==> src/rtl/mem_wb_stage.sv <==
// Memory-access / write-back pipeline stage.
// Accepts one op per valid/ready handshake, performs a data-RAM load or store
// with configurable wait states, resolves conditional-branch flags, and
// presents a registered write-back bundle to the register-file side.
module mem_wb_stage #(
  parameter int unsigned DATA_W      = 8,
  parameter int unsigned ADDR_W      = 8,
  parameter int unsigned DEPTH       = 256,
  parameter int unsigned WAIT_STATES = 0,
  parameter int unsigned REG_W       = 3
) (
  input  logic              clk,
  input  logic              rst_n,
  input  logic              in_valid,
  output logic              in_ready,
  input  logic              read,
  input  logic              write,
  input  logic              wb_en,
  input  logic [REG_W-1:0]  rd,
  input  logic [DATA_W-1:0] alu_result,
  input  logic [DATA_W-1:0] store_data,
  input  logic              zero,
  input  logic              carry,
  input  logic [3:0]        branch,
  output logic              out_valid,
  output logic              out_wb_en,
  output logic [REG_W-1:0]  out_rd,
  output logic [DATA_W-1:0] out_data,
  output logic [3:0]        branch_vec,
  output logic              branch_taken,
  output logic              addr_err
);

  localparam int unsigned CNT_W    = 4;
  localparam int unsigned IDX_W    = (DEPTH > 1) ? $clog2(DEPTH) : 1;
  localparam bit          HAS_WAIT = (WAIT_STATES != 0);

  typedef enum logic {IDLE, BUSY} state_t;

  state_t             state_q, state_d;
  logic [CNT_W-1:0]   cnt_q, cnt_d;
  logic               complete;
  logic               accept;

  // Operand latch, used while the op waits in BUSY
  logic               op_read_q,   op_read_d;
  logic               op_write_q,  op_write_d;
  logic               op_wb_q,     op_wb_d;
  logic [REG_W-1:0]   op_rd_q,     op_rd_d;
  logic [DATA_W-1:0]  op_alu_q,    op_alu_d;
  logic [DATA_W-1:0]  op_sd_q,     op_sd_d;
  logic               op_zero_q,   op_zero_d;
  logic               op_carry_q,  op_carry_d;
  logic [3:0]         op_branch_q, op_branch_d;

  // Registered write-back bundle
  logic               out_valid_q, out_valid_d;
  logic               out_wb_en_q, out_wb_en_d;
  logic [REG_W-1:0]   out_rd_q,    out_rd_d;
  logic [DATA_W-1:0]  out_data_q,  out_data_d;
  logic [3:0]         vec_q,       vec_d;
  logic               taken_q,     taken_d;
  logic               err_q,       err_d;

  // Operation currently being resolved: live inputs in IDLE, latch in BUSY
  logic               cur_read, cur_write, cur_wb, cur_zero, cur_carry;
  logic [REG_W-1:0]   cur_rd;
  logic [DATA_W-1:0]  cur_alu, cur_sd;
  logic [3:0]         cur_branch;
  logic [ADDR_W-1:0]  cur_addr;
  logic [IDX_W-1:0]   mem_idx;
  logic               cur_mem, cur_oor;
  logic [DATA_W-1:0]  mem_rdata;
  logic               mem_we;

  logic [DATA_W-1:0]  mem [DEPTH];

  // Select the op source and decode address range
  always_comb begin
    if (state_q == IDLE) begin
      cur_read   = read;
      cur_write  = write;
      cur_wb     = wb_en;
      cur_rd     = rd;
      cur_alu    = alu_result;
      cur_sd     = store_data;
      cur_zero   = zero;
      cur_carry  = carry;
      cur_branch = branch;
    end else begin
      cur_read   = op_read_q;
      cur_write  = op_write_q;
      cur_wb     = op_wb_q;
      cur_rd     = op_rd_q;
      cur_alu    = op_alu_q;
      cur_sd     = op_sd_q;
      cur_zero   = op_zero_q;
      cur_carry  = op_carry_q;
      cur_branch = op_branch_q;
    end
    cur_addr = cur_alu[ADDR_W-1:0];
    mem_idx  = cur_addr[IDX_W-1:0];
    cur_mem  = cur_read | cur_write;
    cur_oor  = 32'(cur_addr) >= DEPTH;
  end

  assign accept    = in_valid & in_ready;
  assign mem_rdata = mem[mem_idx];
  // Reset gating keeps a store from committing while rst_n is held low
  assign mem_we    = complete & cur_write & ~cur_oor & rst_n;

  // State, wait counter and operand latch registers
  always_ff @(posedge clk or negedge rst_n) begin
    if (!rst_n) begin
      state_q     <= IDLE;
      cnt_q       <= '0;
      op_read_q   <= 1'b0;
      op_write_q  <= 1'b0;
      op_wb_q     <= 1'b0;
      op_rd_q     <= '0;
      op_alu_q    <= '0;
      op_sd_q     <= '0;
      op_zero_q   <= 1'b0;
      op_carry_q  <= 1'b0;
      op_branch_q <= '0;
    end else begin
      state_q     <= state_d;
      cnt_q       <= cnt_d;
      op_read_q   <= op_read_d;
      op_write_q  <= op_write_d;
      op_wb_q     <= op_wb_d;
      op_rd_q     <= op_rd_d;
      op_alu_q    <= op_alu_d;
      op_sd_q     <= op_sd_d;
      op_zero_q   <= op_zero_d;
      op_carry_q  <= op_carry_d;
      op_branch_q <= op_branch_d;
    end
  end

  // Next state, wait counter and completion strobe
  always_comb begin
    state_d  = state_q;
    cnt_d    = cnt_q;
    complete = 1'b0;
    case (state_q)
      IDLE: begin
        if (accept) begin
          if (cur_mem && HAS_WAIT) begin
            state_d = BUSY;
            cnt_d   = CNT_W'(WAIT_STATES);
          end else begin
            complete = 1'b1;
          end
        end
      end
      BUSY: begin
        cnt_d = cnt_q - CNT_W'(1);
        if (cnt_q == CNT_W'(1)) begin
          state_d  = IDLE;
          complete = 1'b1;
        end
      end
      default: state_d = IDLE;
    endcase
  end

  // Capture operands on acceptance
  always_comb begin
    op_read_d   = op_read_q;
    op_write_d  = op_write_q;
    op_wb_d     = op_wb_q;
    op_rd_d     = op_rd_q;
    op_alu_d    = op_alu_q;
    op_sd_d     = op_sd_q;
    op_zero_d   = op_zero_q;
    op_carry_d  = op_carry_q;
    op_branch_d = op_branch_q;
    if (state_q == IDLE && accept) begin
      op_read_d   = read;
      op_write_d  = write;
      op_wb_d     = wb_en;
      op_rd_d     = rd;
      op_alu_d    = alu_result;
      op_sd_d     = store_data;
      op_zero_d   = zero;
      op_carry_d  = carry;
      op_branch_d = branch;
    end
  end

  // Handshake and next write-back bundle; branch vector reads 0 between pulses
  always_comb begin
    in_ready    = (state_q == IDLE);
    out_valid_d = complete;
    out_wb_en_d = out_wb_en_q;
    out_rd_d    = out_rd_q;
    out_data_d  = out_data_q;
    err_d       = err_q;
    vec_d       = '0;
    taken_d     = 1'b0;
    if (complete) begin
      out_wb_en_d = cur_wb;
      out_rd_d    = cur_rd;
      err_d       = cur_mem & cur_oor;
      if (cur_write) begin
        out_data_d = cur_sd;
      end else if (cur_read) begin
        out_data_d = cur_oor ? '0 : mem_rdata;
      end else begin
        out_data_d = cur_alu;
      end
      vec_d   = {cur_branch[3] &  cur_zero,  cur_branch[2] & ~cur_zero,
                 cur_branch[1] &  cur_carry, cur_branch[0] & ~cur_carry};
      taken_d = |vec_d;
    end
  end

  // Output registers
  always_ff @(posedge clk or negedge rst_n) begin
    if (!rst_n) begin
      out_valid_q <= 1'b0;
      out_wb_en_q <= 1'b0;
      out_rd_q    <= '0;
      out_data_q  <= '0;
      vec_q       <= '0;
      taken_q     <= 1'b0;
      err_q       <= 1'b0;
    end else begin
      out_valid_q <= out_valid_d;
      out_wb_en_q <= out_wb_en_d;
      out_rd_q    <= out_rd_d;
      out_data_q  <= out_data_d;
      vec_q       <= vec_d;
      taken_q     <= taken_d;
      err_q       <= err_d;
    end
  end

  // Data RAM write port; contents are intentionally not reset
  always_ff @(posedge clk) begin
    if (mem_we) begin
      mem[mem_idx] <= cur_sd;
    end
  end

  assign out_valid    = out_valid_q;
  assign out_wb_en    = out_wb_en_q;
  assign out_rd       = out_rd_q;
  assign out_data     = out_data_q;
  assign branch_vec   = vec_q;
  assign branch_taken = taken_q;
  assign addr_err     = err_q;

endmodule

==> config.mk <==
export PLATFORM = sky130hd
export DESIGN_NAME = mem_wb_stage
export DESIGN_NICKNAME = d
export VERILOG_FILES = /design/src/rtl/mem_wb_stage.sv
export SDC_FILE = /design/constraint.sdc
export NUM_CORES = 2
export LEC_CHECK = 0
export ABC_CLOCK_PERIOD_IN_PS = 4300
export CORE_ASPECT_RATIO = 0.8
export CORE_MARGIN = 2
export CORE_UTILIZATION = 40
export CTS_CLUSTER_DIAMETER = 30
export DETAILED_ROUTE_END_ITERATION = 8
export GPL_ROUTABILITY_DRIVEN = 0
export PLACE_DENSITY = 0.66
export SETUP_SLACK_MARGIN = 0.5
export SYNTH_ARGS = -nofsm -noshare
export SYNTH_HDL_FRONTEND = slang
export SYNTH_SLANG_ARGS = --single-unit
export TNS_END_PERCENT = 10
==> constraint.sdc <==
create_clock -name clk -period 4.3 [get_ports clk]
set_clock_uncertainty 0.1 [all_clocks]
set_input_delay 1.29 -clock clk [delete_from_list [all_inputs] [get_ports clk]]
set_output_delay 1.29 -clock clk [all_outputs]
set_load 0.02 [all_outputs]
==> metrics.csv <==
stage,metric,value,unit
cts,cts_hold_buf,0,
critical_path,r2r_start,state_q$_DFF_PN0_,
synthesis,ys_seq_area_share,77.14,%
grt,grt_pass1_wl,325.9,mm
synthesis,netlist_instances,4185,
grt,grt_usage,21.74,%
sta,setup_viol,0,
floorplan,initial_utilization,40.13,%
sta,hold_viol,0,
critical_path,cp.buffers_inverters,5,
critical_path,rrSetupSlack,0.46,ns
floorplan,die_area,207100,um2
critical_path,crit_path_end_kind,flop,
synthesis,syn_area,81380,um2
critical_path,worstPathRequired,4.99,ns
final_layout,fillers,15905,
floorplan,die_y,407.4,um
floorplan,die_w,508.3,um
synthesis,yosysWarnings,0,
critical_path,cp_top_family,compound AO/OA/AOI/OAI gates,
synthesis,ys_ff_latch,2099,
drt,via_per_inst,5.737,
critical_path,r2r_end,out_data[4]$_DFFE_PN0P_,
sta,period_needed,3.857,ns
cts,path_clk_slew,0.05,ns
place,preCtsSetupSlack,-0.9869,ns
critical_path,cp_max_fo,10,
final_layout,layout_commonest_cell,edfxtp_1,
cts,clockRootBuffer,clkbuf_16,
place,postPlaceCellArea,91740,um2
synthesis,synth_edf_count,2048,
grt,antenna_found_initial,8,
cts,clock_path_buffers,4,
place,dp_hpwl,145.3,mm
grt,grt_pass1_vias,45888,
drt,post_drt_wl_per_cell,28.04,um
pwr,power.leakage,35.45,nW
synthesis,async_flop_share,2.430,%
synthesis,netlist-cell-type-count,58,
hold_path,holdCritPathClass,reg -> reg,
sta,tightest_slew,1.086,ns
critical_path,cp_slowest_stage_delay,0.43,ns
sta,slew_headroom,27.59,%
critical_path,slowest_stage,nor4_2,
sta,fin_ws,0.4427,ns
cts,clk-insertion-delay-late,0.93,ns
critical_path,critical_path.cell_chain,clkdlybuf4s50_1 -> buf_4 -> and3b_1 -> o21ai_4 -> buf_6 -> buf_12 -> o22ai_1 -> nor4_2 -> buf_4 -> o22ai_1 -> a221o_1 -> a211oi_1 -> a31oi_1,
grt,grt_max_degree,125,
critical_path,cp-endpoint,out_data[7]$_DFFE_PN0P_,
cts,cts-buffers-inserted,317,
floorplan,num_rows,148,
floorplan,boundaryPins,51,
synthesis,synth_nets,4218,
sta,max_freq,0.2592,GHz
place,io_buffers,49,
critical_path,rr_worst_depth,12,
synthesis,synth_ff_type,edfxtp_1,
critical_path,start_kind,primary input,
grt,gr-total-overflow,0,
sta,slew_violations,0,
final_layout,layout_common_cells,"edfxtp_1, buf_4, mux2i_1",
final_layout,layout-area-overhead-vs-synth,26.47,%
cts,cts.sinks,2099,
pwr,power_density,495.4,nW/um2
run_status,outcome,"complete, no violations",
drt,first_iter_violations,6563,
final_layout,postLayoutCellArea,102900,um2
critical_path,startpoint,alu_result[3],
drt,drc,0,
drt,drt-pass1-iter-count,6,
sta,rsz0062_at_grt,true,
pwr,irDropWorstVdd,408.0,uV
final_layout,layout-drive-gt1-share,32.75,%
cts,cts_max_level,5,
critical_path,cp.arrival,4.54,ns
final_layout,finish.net_count,5204,
job,maxCapViolations,0,
synthesis,synth.avg_cell_area,19.45,um2
cts,cts_tree,done,
floorplan,core,202800,um2
drt,final_antenna_net_count,0,
drt,via_count,46580,
critical_path,worst-path-stages,13,
final_layout,final_util,50.76,%
drt,finalWirelength,227.6,mm
sta,period_share,89.70,%
critical_path,crit_type,in -> reg,
## stage by stage
stage	instances	TNS (ns)	power, mW	hold WS, ns
after floorplan	4185	0	24.19	0.3427
after global placement	7527	-219.65	25.45	0.3561
after detailed placement	7527	-237.34	25.48	0.3709
after CTS	8108	0	51.18	0.3834
after global routing	8117	0	52.24	0.3905
final	8119	0	50.98	0.3796
## where the power goes
part           leakage (nW)  switching, mW  internal, mW  total [mW]
sequential             19.0         0.0638          22.5        22.6
clock                  5.16           9.46          16.4        25.8
combinational          11.3           1.57          1.03        2.60
total                  35.4           11.1          39.9        51.0
## repair_timing
item,in CTS,in global routing
pin swaps,3,7
setup endpoints to repair,89,16
setup buffers,14,8
gates resized for setup,23,18
cloned,2,1
## final cells by class
cell class	count	area (um2)	area share, %
Sequential cell	2099	62780	61.00
Multi-Input combinational cell	1829	17630	17.13
Timing Repair Buffer	917	8383	8.145
Clock buffer	340	8093	7.863
Tap cell	2700	3378	3.282
Clock inverter	225	2619	2.545
Inverter	7	26.28	0.02553
Antenna cell	2	5.005	0.004863
## cells in the mapped netlist (all sizes together) (4+ instances only)
library cell	count	area, um2
and3	6	37.54
nor4	48	306.5
o21ai	22	110.1
o41ai	14	122.6
a22oi	79	593.1
buf	127	965.9
mux2	38	431.7
a32oi	4	35.03
a21oi	102	510.5
inv	7	26.28
a221o	8	80.08
edfxtp	2048	61500
a31oi	9	56.30
clkbuf	125	469.2
or2	4	25.02
nor2	281	1055
nor3	4	20.02
a41oi	10	87.58
mux4	296	6666
nand2	156	585.6
mux2i	443	4434
nand4	19	118.9
dfrtp	51	1276
nor2b	4	25.02
o22ai	236	1476
nor3b	4	30.03
## sequential cells by signal, indices dropped and copies added (netlist names)
signal	flops
op_alu_q	8
out_rd	3
out_data	8
op_write_q	1
op_wb_q	1
branch_taken	1
out_wb_en	1
out_valid	1
cnt_q	4
mem	2048
branch_vec	4
op_carry_q	1
state_q	1
op_read_q	1
op_rd_q	3
op_sd_q	8
op_branch_q	4
op_zero_q	1
## metal layers
metal | vias up | GRT usage, % | wire length [um]
li1 | 19225 | - | -
met1 | 24120 | 31.94 | 92630
met2 | 2832 | 31.57 | 100500
met3 | 397 | 5.335 | 26950
met4 | 6 | 7.540 | 7501
met5 | - | 0 | 28
## tightest hold or removal path, cell delays in order (launching register included)
cell and delay [ns]:
dfrtp_1 0.33, nand2_1 0.05, o21ai_0 0.06
## worst min path at each step
stage,startpoint,endpoint,slack (ns),depth (start not counted)
4_1_cts,out_rd[2]$_DFFE_PN0P_,out_rd[2]$_DFFE_PN0P_,0.38,2
5_1_grt,cnt_q[3]$_DFFE_PN0P_,cnt_q[3]$_DFFE_PN0P_,0.39,1
3_3_place_gp,cnt_q[3]$_DFFE_PN0P_,cnt_q[3]$_DFFE_PN0P_,0.36,1
3_5_place_dp,out_rd[2]$_DFFE_PN0P_,out_rd[2]$_DFFE_PN0P_,0.37,2
6_report,out_rd[2]$_DFFE_PN0P_,out_rd[2]$_DFFE_PN0P_,0.38,2
2_1_floorplan,cnt_q[3]$_DFFE_PN0P_,cnt_q[3]$_DFFE_PN0P_,0.34,1
## kinds of logic (layout without fill, tap and decap cells)
family / Yosys count / count (layout) / synth area share, %
DFF: 2099 / 2099 / 77.14
muxes: 777 / 779 / 14.17
and+or+nand+nor: 536 / 536 / 2.791
AOI/OAI and AO/OA: 508 / 508 / 4.036
buffers and inverters: 259 / 1489 / 1.796
xor gates and xnor gates: 3 / 3 / 0.03229
adders and majority gates: 2 / 2 / 0.03074
other: 1 / 3 / 0.004608
Note: power is estimated with default switching activity, not from simulation.
